File: src/rtl/fifo_rd_stream_if.sv
// fifo_rd_stream_if
// Groups the fifo read port and the outgoing valid/ready stream of the
// fifo read-side adapter into one bundle.
//   fifo_empty_i  fifo empty flag                   (into the adapter)
//   fifo_data_i   fifo head word                    (into the adapter)
//   fifo_rd_o     fifo pop strobe                   (out of the adapter)
//   out_valid_o   stream valid, registered          (out of the adapter)
//   out_data_o    stream data, registered           (out of the adapter)
//   out_ready_i   stream ready from the consumer    (into the adapter)
// The master modport is the adapter's view. The slave modport is the view of
// whatever surrounds the adapter, meaning the fifo plus the consumer.
interface fifo_rd_stream_if #(
  parameter int DATA_W = 8
);
  logic              fifo_empty_i;
  logic [DATA_W-1:0] fifo_data_i;
  logic              fifo_rd_o;
  logic              out_valid_o;
  logic [DATA_W-1:0] out_data_o;
  logic              out_ready_i;

  modport master (
    input  fifo_empty_i, fifo_data_i, out_ready_i,
    output fifo_rd_o, out_valid_o, out_data_o
  );

  modport slave (
    output fifo_empty_i, fifo_data_i, out_ready_i,
    input  fifo_rd_o, out_valid_o, out_data_o
  );
endinterface

File: src/rtl/fifo_rd_stream.sv
// fifo_rd_stream
// This module is the read-side adapter for a synchronous fifo. It pops words
// from the fifo and presents them on a registered valid/ready stream.
// A two-entry buffer (h0 is the head, h1 is the second word) keeps the
// throughput at one word per cycle. The fifo pop strobe never depends
// combinationally on out_ready_i. The module also counts every completed
// output handshake.
// Ports:
//   clk      single clock, rising edge
//   reset    synchronous, active-high
//   flush_i  discards all buffered words
//   cnt_o    count of completed output handshakes, modulo 2^CNT_W
//   bus      fifo read port and output stream (fifo_rd_stream_if.master)
module fifo_rd_stream #(
  parameter int DATA_W = 8,
  parameter int CNT_W  = 16
) (
  input  logic             clk,
  input  logic             reset,
  input  logic             flush_i,
  output logic [CNT_W-1:0] cnt_o,
  fifo_rd_stream_if.master bus
);

  localparam logic [1:0] OCC_EMPTY = 2'd0;
  localparam logic [1:0] OCC_ONE   = 2'd1;
  localparam logic [1:0] OCC_TWO   = 2'd2;

  logic [1:0]        occ_q;
  logic [DATA_W-1:0] h0_q;
  logic [DATA_W-1:0] h1_q;
  logic              pop;
  logic              hs;

  // The pop decision uses only registered occupancy plus the fifo and
  // control inputs. As a result, out_ready_i never reaches fifo_rd_o
  // combinationally.
  assign pop = ~reset & ~flush_i & ~bus.fifo_empty_i & (occ_q != OCC_TWO);
  assign hs  = bus.out_valid_o & bus.out_ready_i;

  assign bus.fifo_rd_o   = pop;
  assign bus.out_valid_o = (occ_q != OCC_EMPTY);
  assign bus.out_data_o  = h0_q;

  // Buffer update. A flush only clears the occupancy, so the stale entries
  // are simply never presented. When one word leaves and a new one arrives
  // at occupancy 1, the new word goes straight into the head entry.
  always_ff @(posedge clk) begin
    if (reset) begin
      occ_q <= OCC_EMPTY;
      h0_q  <= '0;
      h1_q  <= '0;
    end else if (flush_i) begin
      occ_q <= OCC_EMPTY;
    end else begin
      case (occ_q)
        OCC_EMPTY: begin
          if (pop) begin
            h0_q  <= bus.fifo_data_i;
            occ_q <= OCC_ONE;
          end
        end
        OCC_ONE: begin
          if (pop && hs) begin
            h0_q <= bus.fifo_data_i;
          end else if (pop) begin
            h1_q  <= bus.fifo_data_i;
            occ_q <= OCC_TWO;
          end else if (hs) begin
            occ_q <= OCC_EMPTY;
          end
        end
        OCC_TWO: begin
          if (hs) begin
            h0_q  <= h1_q;
            occ_q <= OCC_ONE;
          end
        end
        default: begin
          occ_q <= occ_q;
        end
      endcase
    end
  end

  // Handshake counter. A flush does not clear it, and a handshake that lands
  // in a flush cycle still counts. The counter wraps naturally at 2^CNT_W.
  always_ff @(posedge clk) begin
    if (reset) begin
      cnt_o <= '0;
    end else if (hs) begin
      cnt_o <= cnt_o + 1'b1;
    end
  end

endmodule

File: src/flat_wrapper.sv
// flat-port wrapper written by rule: the top's interface ports become plain ports
module fifo_rd_stream_flat 
#(
  parameter int DATA_W = 8,
  parameter int CNT_W  = 16
)
  (clk, reset, flush_i, cnt_o, bus_fifo_empty_i, bus_fifo_data_i, bus_out_ready_i, bus_fifo_rd_o, bus_out_valid_o, bus_out_data_o);
  fifo_rd_stream_if #(.DATA_W(DATA_W)) bus_i ();
  input  logic clk;
  input  logic reset;
  input  logic flush_i;
  output logic [CNT_W-1:0] cnt_o;
  input wire logic [$bits(bus_i.fifo_empty_i)-1:0] bus_fifo_empty_i;
  input wire logic [$bits(bus_i.fifo_data_i)-1:0] bus_fifo_data_i;
  input wire logic [$bits(bus_i.out_ready_i)-1:0] bus_out_ready_i;
  output wire logic [$bits(bus_i.fifo_rd_o)-1:0] bus_fifo_rd_o;
  output wire logic [$bits(bus_i.out_valid_o)-1:0] bus_out_valid_o;
  output wire logic [$bits(bus_i.out_data_o)-1:0] bus_out_data_o;
  assign bus_i.fifo_empty_i = bus_fifo_empty_i;
  assign bus_i.fifo_data_i = bus_fifo_data_i;
  assign bus_i.out_ready_i = bus_out_ready_i;
  assign bus_fifo_rd_o = bus_i.fifo_rd_o;
  assign bus_out_valid_o = bus_i.out_valid_o;
  assign bus_out_data_o = bus_i.out_data_o;
  fifo_rd_stream #(.DATA_W(DATA_W), .CNT_W(CNT_W)) u_core (.clk(clk), .reset(reset), .flush_i(flush_i), .cnt_o(cnt_o), .bus(bus_i));
endmodule
File: config.mk
export PLATFORM = sky130hd
export DESIGN_NAME = fifo_rd_stream_flat
export DESIGN_NICKNAME = d
export VERILOG_FILES = /design/src/rtl/fifo_rd_stream_if.sv /design/src/rtl/fifo_rd_stream.sv /design/src/flat_wrapper.sv
export SDC_FILE = /design/constraint.sdc
export NUM_CORES = 1
export LEC_CHECK = 0
export CORE_ASPECT_RATIO = 1.25
export CORE_UTILIZATION = 48
export DETAILED_ROUTE_END_ITERATION = 7
export HOLD_SLACK_MARGIN = 0.05
export PLACE_DENSITY = 0.9
export SYNTH_ARGS = -nofsm -noshare
export SYNTH_HDL_FRONTEND = slang
export SYNTH_SLANG_ARGS = --single-unit
export TNS_END_PERCENT = 50
File: constraint.sdc
create_clock -name clk -period 2 [get_ports clk]
set_input_delay 0.3 -clock clk [delete_from_list [all_inputs] [get_ports clk]]
set_output_delay 0.3 -clock clk [all_outputs]
set_load 0.005 [all_outputs]
==> results.tsv <==
metric	value	unit
drt_iter0_drc	32	
cts_tree	yes	
combPwrFrac	9.4	%
p_sw	0.000290	W
postRouteAntennaNets	0	
crit_top_cell	clkdlybuf4s50_1	
drv_cap	0	
fin_crit	1.89	ns
seqPwrFrac	51.9	%
multi_input_comb_area	813	um2
die_h	65.6	um
numCtsBuffers	5	
synth_area_per_cell	9.37	um2
hold_viol_final	0	
finalCritPeriodShare	94.5	%
clock-sinks	34	
cp_slowest_stage_delay	0.49	ns
nNetsFinal	224	
fmax	0.529	GHz
p_int	0.00105	W
rsz0062_at_grt	no	
postPlaceCellArea	2010	um2
drive_gt1_share	11.4	%
crit_path_end_kind	primary output	
grt_max_degree	36	
relSlewSlack	70.8	%
cts_htree_levels	2	
ys_warn_count	0	
track_usage	22.6	%
cts.clk_slew.worst_paths	0.10	ns
netlist_top_cells_area	dfxtp_1 (44%), mux2i_1 (11%), nor2_1 (5.3%)	
crit_chain	clkdlybuf4s50_1 -> nor3_2 -> and2_1 -> clkdlybuf4s50_1	
ys_types	35	
grt_pass1_wl	5640	um
hold_buffers	0	
synthFlopType	dfxtp_1	
areaGrowthSynthToFinish	35.2	%
synth_top_area_share	43.8	%
drc	0	
clockBufferDepth	2	
vias	1376	
hold_start	u_core.h1_q[1]	
max-vdd-ir-drop	0.000712	V
seq_area_frac_synth	43.8	%
seq_area	683	um2
post-dp-hpwl	2480	um
n_antenna_cell	0	
fillCellCount	226	
gp_congestion	0.827	
netlist_area	1560	um2
yosys_register_bits	34	
worst_pin_slew	0.437	ns
antenna_found_initial	0	
cp.arrival	1.59	ns
start_util	51.8	%
syn_inst	166	
coreArea	3000	um2
die-area	3470	um2
io_pins	39	
synth-async-reset-ratio	0	%
setup_viol	0	
required	1.70	ns
overflow	0	
design_area	2100	um2
pre_cts_ws	-0.0320	ns
tns	0	ns
drv_slew	0	
worst_clock_skew	0.0101	ns
path_class	in2out	
num_rows	22	
wl	3520	um
synth_edf_count	0	
synth_top_area_cell	dfxtp_1	
vias_per_cell	5.59	
clkPwrFrac	38.7	%
cp-startpoint	flush_i	
setup_ws	0.110	ns
first_pass_iters	4	
cts-root-buf	clkbuf_4	
start_kind	input pin	
powerDensity	637	nW/um2
post-route-util	70.1	%
grt_pass1_vias	1322	
path_max_fanout	2	
swShare	21.7	%
crit_path_top_delay_cell	clkdlybuf4s50_1	
routedWlPerCell	14.3	um
status	complete, no violations	
die_w	52.9	um
hold_class	reg2reg	
synthesis.nets	180	
rr_startpoint	u_core.cnt_o[4]	
numPortBuffers	38	
leakage	0.854	nW
clock_latency	0.34	ns
-- worst paths after layout --
kind / end / slack, ns / cells after the start
max: bus_fifo_rd_o / 0.11 / 4
min: u_core.h1_q[1] / 0.50 / 2
max reg2reg: u_core.cnt_o[15] / 0.27 / 4
min reg2reg: u_core.h1_q[1] / 0.50 / 2
-- Yosys cell counts, types with 2 or more instances --
cell	count
dfxtp_1	34
nor2_1	22
mux2i_1	17
a21oi_1	12
a311oi_1	8
nand2_1	8
xor2_1	7
buf_2	4
clkbuf_1	4
nand3_1	4
nor3_1	4
xnor2_1	4
inv_1	3
nand4_1	3
nor4_1	3
a211oi_1	2
and4_1	2
buf_4	2
nand2b_1	2
nand3b_1	2
nor2b_1	2
o21ai_0	2
o31ai_1	2
or4_1	2
-- power groups by stage --
| stage | combinational, W | clock, W | sequential (W) |
|---|---|---|---|
| global route | 0.000135 | 0.000563 | 0.000698 |
| global placement | 0.000119 | 0 | 0.000710 |
| floorplan | 0.0000549 | 0 | 0.000711 |
| finish | 0.000125 | 0.000518 | 0.000696 |
| detailed placement | 0.000123 | 0 | 0.000711 |
| CTS | 0.000124 | 0.000525 | 0.000696 |
-- metal layers --
metal	GRT usage (%)	part of all wire (%)	wire, um
met1	25.0	43	1510
met2	38.1	49	1730
met3	5.32	4.8	170
met4	13.5	3.2	112
met5	0	0	0
-- cell type report --
cell class / count / area share (%)
Inverter: 3 / 0.536
Clock inverter: 1 / 1.43
Timing Repair Buffer: 48 / 22.3
Clock buffer: 6 / 2.44
Multi-Input combinational cell: 118 / 38.7
Sequential cell: 34 / 32.5
Tap cell: 36 / 2.14
-- critical path: cells and delay by family --
family	cells	cell delay [ns]
AND/OR/NAND/NOR	2	0.36
buffers and inverters	2	0.93
-- registers in the layout, indices dropped and copies added (netlist names) --
register / cells
u_core.bus.out_data_o: 8
u_core.cnt_o: 16
u_core.h1_q: 8
u_core.occ_q: 2
-- kinds of logic (layout without fill, tap and decap cells) --
family,after synthesis,in the layout,share of synthesized area (%)
AO/OA/AOI/OAI,30,30,14.8
XOR/XNOR,11,11,6.19
buffers and inverters,14,58,4.26
multiplexers,18,18,11.7
AND/OR/NAND/NOR,58,58,18.5
flip-flops,34,34,43.8
adder cells (fa/ha/maj),1,1,0.804
-- placed cells by master, fill, tap and decap left out --
master	instances
and2_1	1
and4_1	2
nand4_1	3
or2_1	1
a311oi_1	8
mux2_2	1
o21ai_0	2
bufinv_16	1
dfxtp_1	32
buf_12	1
nor4_1	3
clkbuf_4	5
nor3_1	3
buf_4	9
mux2i_1	17
nand2_1	8
o31ai_1	2
o211ai_2	1
o2111a_1	1
nand3b_1	2
nor2b_1	2
xor2_1	7
nor2_1	22
nand2b_1	2
ha_1	1
clkdlybuf4s50_1	38
nor3_2	1
o2111ai_1	1
clkbuf_8	1
a211oi_1	2
inv_1	3
o41ai_4	1
a21oi_1	12
or2_2	1
dfxtp_2	2
nand3_1	4
xnor2_1	4
or3_1	1
or4_1	2
-- stage by stage --
| step | std cells | hold WS (ns) | power (W) |
|---|---|---|---|
| final | 246 | 0.503 | 0.00134 |
| after global routing | 246 | 0.540 | 0.00140 |
| after CTS | 246 | 0.510 | 0.00134 |
| after detailed placement | 239 | 0.485 | 0.000834 |
| after global placement | 239 | 0.474 | 0.000829 |
| after floorplan | 166 | 0.378 | 0.000766 |
-- repair_timing --
action | CTS | global route
setup endpoints to repair | 1 | 1
buffers inserted | 0 | 0
endpoints found under the hold margin | 0 | 0
gates resized for setup | 1 | 2
Power figures use the tool's default switching activity.
==> variant 1, RTL diff (config.mk and constraints unchanged) <==
Put one more register stage on the output `cnt_o`. The value now appears one clock later. The other outputs are not delayed to match.
--- a/src/rtl/fifo_rd_stream.sv
+++ b/src/rtl/fifo_rd_stream.sv
@@ -27,2 +27,4 @@
   localparam logic [1:0] OCC_TWO   = 2'd2;
+
+  logic [CNT_W-1:0] cnt_s0;
 
@@ -89,6 +91,10 @@
     if (reset) begin
-      cnt_o <= '0;
+      cnt_s0 <= '0;
     end else if (hs) begin
-      cnt_o <= cnt_o + 1'b1;
+      cnt_s0 <= cnt_s0 + 1'b1;
     end
+  end
+
+  always_ff @(posedge clk) begin
+    cnt_o <= cnt_s0;
   end
Behaviour: not the same (Yosys sat finds a counterexample within 4 cycles, from zero or initial values and one cycle with reset high).
==> variant 1 against the original RTL <==
  * The run now ends with design-rule violations left
  * Worst setup slack lost 0.0070 ns
  * Area after synthesis grew 20%
  * Routed wire length shrank 2.5%
  * Worst hold slack lost 0.13 ns
  * Global-route usage shrank 4.3 points
  * Sequential cell count grew 16
  * Critical endpoint unchanged
  * Sequential share of layout area grew 8.5 points
  * Largest cell class is now registers
  * Register-to-register slack is essentially flat
  * Power grew 28%
  * Non-clock buffer count grew 1
  * Design area grew 16%
  * Die area grew 20%
==> variant 1: results (changes against the original RTL) <==
[status]
outcome = complete, but fails checks  ; was finished clean
violations = design-rule violations

[detailed_routing]
dr.first_iter.drc_count = 46  ; was 32
dr.pass1.iters = 6  ; was 4
wl_um = 3430  ; was 3520 um
vias = 1455  ; was 1376
drc = 2  ; was 0

[grt]
grt_max_degree = 35  ; was 36
grt_pass1_wl_um = 5830  ; was 5640 um
met2_usage = 0.310  ; was 0.381
grt_pass1_vias = 1302  ; was 1322
grtUsageTotal = 0.183  ; was 0.226
use_met3 = 0.0343  ; was 0.0532
antenna_found_initial = 0  ; unchanged
use_met1 = 0.220  ; was 0.250

[yosys]
synth_cell_types = 34  ; was 35
synth_nets = 197  ; was 180
synth_xor_xnor_area_share = 0.0561  ; was 0.0619
muxShareOfSynthArea = 0.0909  ; was 0.117
synth_compound_area_frac = 0.125  ; was 0.148
synth_edf_count = 0  ; unchanged
ys_seq_area_frac = 0.535  ; was 0.438
synthAdderAreaFrac = 0.00668  ; was 0.00805
netlist_top_cells_area = dfxtp_1 (53%), mux2i_1 (9.1%), nor2_1 (4.8%)  ; was dfxtp_1 (44%), mux2i_1 (11%), nor2_1 (5.3%)
synth_common_cells = dfxtp_1 (50), nor2_1 (24), mux2i_1 (17)  ; was dfxtp_1 (34), nor2_1 (22), mux2i_1 (17)

[clock_tree]
clock_latency_ns = 0.30  ; was 0.34 ns
clock_path_buffers = 2  ; unchanged
cts_buffers = 5  ; unchanged
cts-root-buf = clkbuf_8  ; was clkbuf_4
clkTransAtPathRegs_ns = 0.08  ; was 0.10 ns

[critical_path]
timing.rr.start = u_core.cnt_s0[6]  ; was u_core.cnt_o[4]
reg2reg_to = u_core.cnt_s0[15]  ; was u_core.cnt_o[15]

[power_and_ir_drop]
internal_power_uw = 1320  ; was 1050 uW
seq-power_uw = 1020  ; was 696 uW
combPwrFrac = 0.073  ; was 0.094
ir_drop_uv = 529  ; was 712 uV
leakage_uw = 0.000989  ; was 0.000854 uW

[worst_hold_path]
hp-class = register to register  ; unchanged
holdCritStartpoint = u_core.cnt_s0[13]  ; was u_core.h1_q[1]
whs_path_depth = 0  ; was 2
min_delay_worst_endpoint = u_core.cnt_o[13]  ; was u_core.h1_q[1]

[timing]
tightest_slew_ns = 0.480  ; was 0.437 ns
clock_skew_ns = 0.0108  ; was 0.0101 ns

[placed_design]
dp_hpwl_um = 2440  ; was 2480 um
place_area_um2 = 2340  ; was 2010 um^2
gp_congestion = 0.781  ; was 0.827
dp_slack_ns = -0.00786  ; was -0.0320 ns

[finish]
diodes = 0  ; unchanged
layout-drive-gt1-share = 0.122  ; was 0.114
nets = 242  ; was 224

## variant 1: cells by family (layout without fill, tap and decap cells)
group / count (synthesis) / count (layout)
adders and majority gates: 1 / 1
buffers and inverters: 16 / 62
xor gates and xnor gates: 12 / 12
AOI/OAI and AO/OA: 31 / 31
DFF: 50 / 50
and+or+nand+nor: 56 / 56
muxes: 17 / 17
## variant 1: cell type report
type                    count  area (um^2)
fillers                   305         1310
flip-flops and latches     50         1000
multi-input cells         117          807
repair buffers             49          475
clock buffers               5         68.8
well taps                  40         50.0
clock inverters             3         21.3
inverters                   5         18.8
## variant 1: metal layers
| layer | vias to the layer above | wire length (um) |
|---|---|---|
| li1 | 735 | - |
| met1 | 670 | 1470 |
| met2 | 45 | 1760 |
| met3 | 5 | 150 |
| met4 | 0 | 53 |
| met5 | - | 0 |
## variant 1: per-stage QoR
stage | hold slack (ns) | instances | power (uW)
after floorplan | 0.339 | 183 | 1090
after global placement | 0.362 | 260 | 1160
after detailed placement | 0.364 | 260 | 1160
after CTS | 0.377 | 268 | 1720
after global routing | 0.382 | 269 | 1780
final | 0.376 | 269 | 1710
## variant 1: worst max-delay path by stage
stage                startpoint                  endpoint  slack [ns]  cells past startpoint
2_1_floorplan  u_core.cnt_s0[2]         u_core.cnt_s0[15]        0.41                      4
3_3_place_gp              reset             bus_fifo_rd_o        0.09                      4
3_5_place_dp    bus_out_ready_i  u_core.bus.out_data_o[7]      -0.008                      6
4_1_cts         u_core.occ_q[1]             bus_fifo_rd_o        0.03                      3
5_1_grt                 flush_i             bus_fifo_rd_o        0.03                      4
6_report                flush_i             bus_fifo_rd_o        0.10                      4
## variant 1: repair_timing
action                                 in CTS  in global routing
setup endpoints to repair                   0                  2
setup buffers                               0                  1
resized for setup                           0                  3
endpoints found under the hold margin       0                  0
==> variant 2, RTL diff (same settings) <==
Without the edit above. `CNT_W` is set to 16 in 2 places; all go to 32.
--- a/src/rtl/fifo_rd_stream.sv
+++ b/src/rtl/fifo_rd_stream.sv
@@ -15,3 +15,3 @@
   parameter int DATA_W = 8,
-  parameter int CNT_W  = 16
+  parameter int CNT_W  = 32
 ) (
--- a/src/flat_wrapper.sv
+++ b/src/flat_wrapper.sv
@@ -4,3 +4,3 @@
   parameter int DATA_W = 8,
-  parameter int CNT_W  = 16
+  parameter int CNT_W  = 32
 )
Ports: changed (resized cnt_o); port bits go from 39 to 55. The function was not compared with the original's and may differ.
==> variant 2 against the original RTL <==
  * Sequential power increased by 45%
  * Area after synthesis is 55% higher
  * Power increased by 33%
  * Worst setup slack got worse by 0.098 ns
  * Critical endpoint unchanged
  * Routed wire length increased by 81%
  * Non-clock buffer count grew 43
  * Design area is 61% higher
  * Sequential cell count grew 16
  * Critical path type unchanged
  * Clock skew shrank 0.0048 ns
  * Combinational power up 11%
  * Fmax down 4.9%
  * Final cell count grew 68%
==> variant 2: results (changes against the original RTL) <==
[placed_design]
dp_hpwl_um = 4470  ; was 2480 um
gp_congestion = 0.874  ; was 0.827
placedCellCount = 405  ; was 239
port_buffers = 54  ; was 38

[finish]
layout-drive-gt1-share = 0.201  ; was 0.114
largest_reg_flops = 32  ; was 16
nets = 366  ; was 224

[critical_path]
slowest_delay_ns = 0.52  ; was 0.49 ns
timing.rr.start = u_core.cnt_o[7]  ; was u_core.cnt_o[4]
reg2reg_to = u_core.cnt_o[31]  ; was u_core.cnt_o[15]

[grt]
grt_max_degree = 33  ; was 36
grtUsageTotal = 0.256  ; was 0.226
grt_pass1_vias = 2352  ; was 1322

[clock_tree]
clock_latency_ns = 0.31  ; was 0.34 ns
cts-root-buf = clkbuf_8  ; was clkbuf_4

[status]
outcome = finished clean  ; unchanged

[power_and_ir_drop]
leakage_uw = 0.00129  ; was 0.000854 uW
internal_power_uw = 1360  ; was 1050 uW

[timing]
hold_slack_ns = 0.511  ; was 0.503 ns

[yosys]
synth_common_cells = dfxtp_1 (50), nor2_1 (28), a21oi_1 (23)  ; was dfxtp_1 (34), nor2_1 (22), mux2i_1 (17)
synth_cell_types = 41  ; was 35
syn_area_per_cell_um2 = 8.92  ; was 9.37 um^2

[detailed_routing]
wl_met1_um = 2530  ; was 1510 um
met3WireLength_um = 297  ; was 170 um
viasPerCell = 5.79  ; was 5.59
wire_per_inst_um = 15.4  ; was 14.3 um
wl_um = 6370  ; was 3520 um
dr.first_iter.drc_count = 165  ; was 32

[worst_hold_path]
holdCritStartpoint = u_core.cnt_o[30]  ; was u_core.h1_q[1]

[variant 2: final cells by class]
class	instances	area share
multi-input cells	195	0.398
flip-flops and latches	50	0.299
repair buffers	91	0.241
clock buffers	6	0.0244
well taps	60	0.0222
inverters	9	0.00999
clock inverters	2	0.00481
[variant 2: cell families (layout without fill, tap and decap cells)]
group,Yosys count,after routing,synth area share
flops,50,50,0.416
xor+xnor,8,8,0.0291
compound gates,50,50,0.141
fa+ha+maj,1,1,0.00519
mux,26,26,0.113
buf+inv,25,108,0.0442
simple gates,110,110,0.252
[variant 2: worst min-delay path, delay by kind of cell (launching register included)]
kind            cells  cell delay [ns]
compound gates      2             0.12
flops               1             0.35
[variant 2: metal layers]
metal | vias to the layer above | GRT usage
met1 | 1164 | 0.278
met2 | 67 | 0.494
met5 | - | 0
met4 | 0 | 0.0717
met3 | 9 | 0.0506
li1 | 1150 | -
[variant 2: worst max path at each step]
stage               startpoint          endpoint  slack, ns  cells past startpoint
2_1_floorplan  u_core.cnt_o[4]  u_core.cnt_o[31]      -0.01                      4
3_3_place_gp   bus_out_ready_i  u_core.cnt_o[31]      -0.37                      5
3_5_place_dp   bus_out_ready_i  u_core.cnt_o[29]      -0.39                      6
4_1_cts        u_core.cnt_o[1]  u_core.cnt_o[22]      0.006                      5
5_1_grt                flush_i     bus_fifo_rd_o      -0.03                      4
6_report               flush_i     bus_fifo_rd_o       0.01                      4
[variant 2: timing repair]
item,4_1_cts,5_1_grt
pin swaps,0,1
resized for setup,1,12
setup endpoints to repair,10,15
[variant 2: stage by stage]
stage               instance area (um^2)   util
finish                              3380  0.710
global route                        3380  0.710
CTS                                 3340  0.701
detailed placement                  3240  0.681
global placement                    3240  0.681
floorplan                           2430      -
[variant 2: power by group through the flow]
stage	clock network [uW]	logic (uW)	registers (uW)
finish	637	139	1010
global route	680	150	1010
CTS	643	137	1010
detailed placement	0	136	1040
global placement	0	130	1040
floorplan	0	63.9	1040
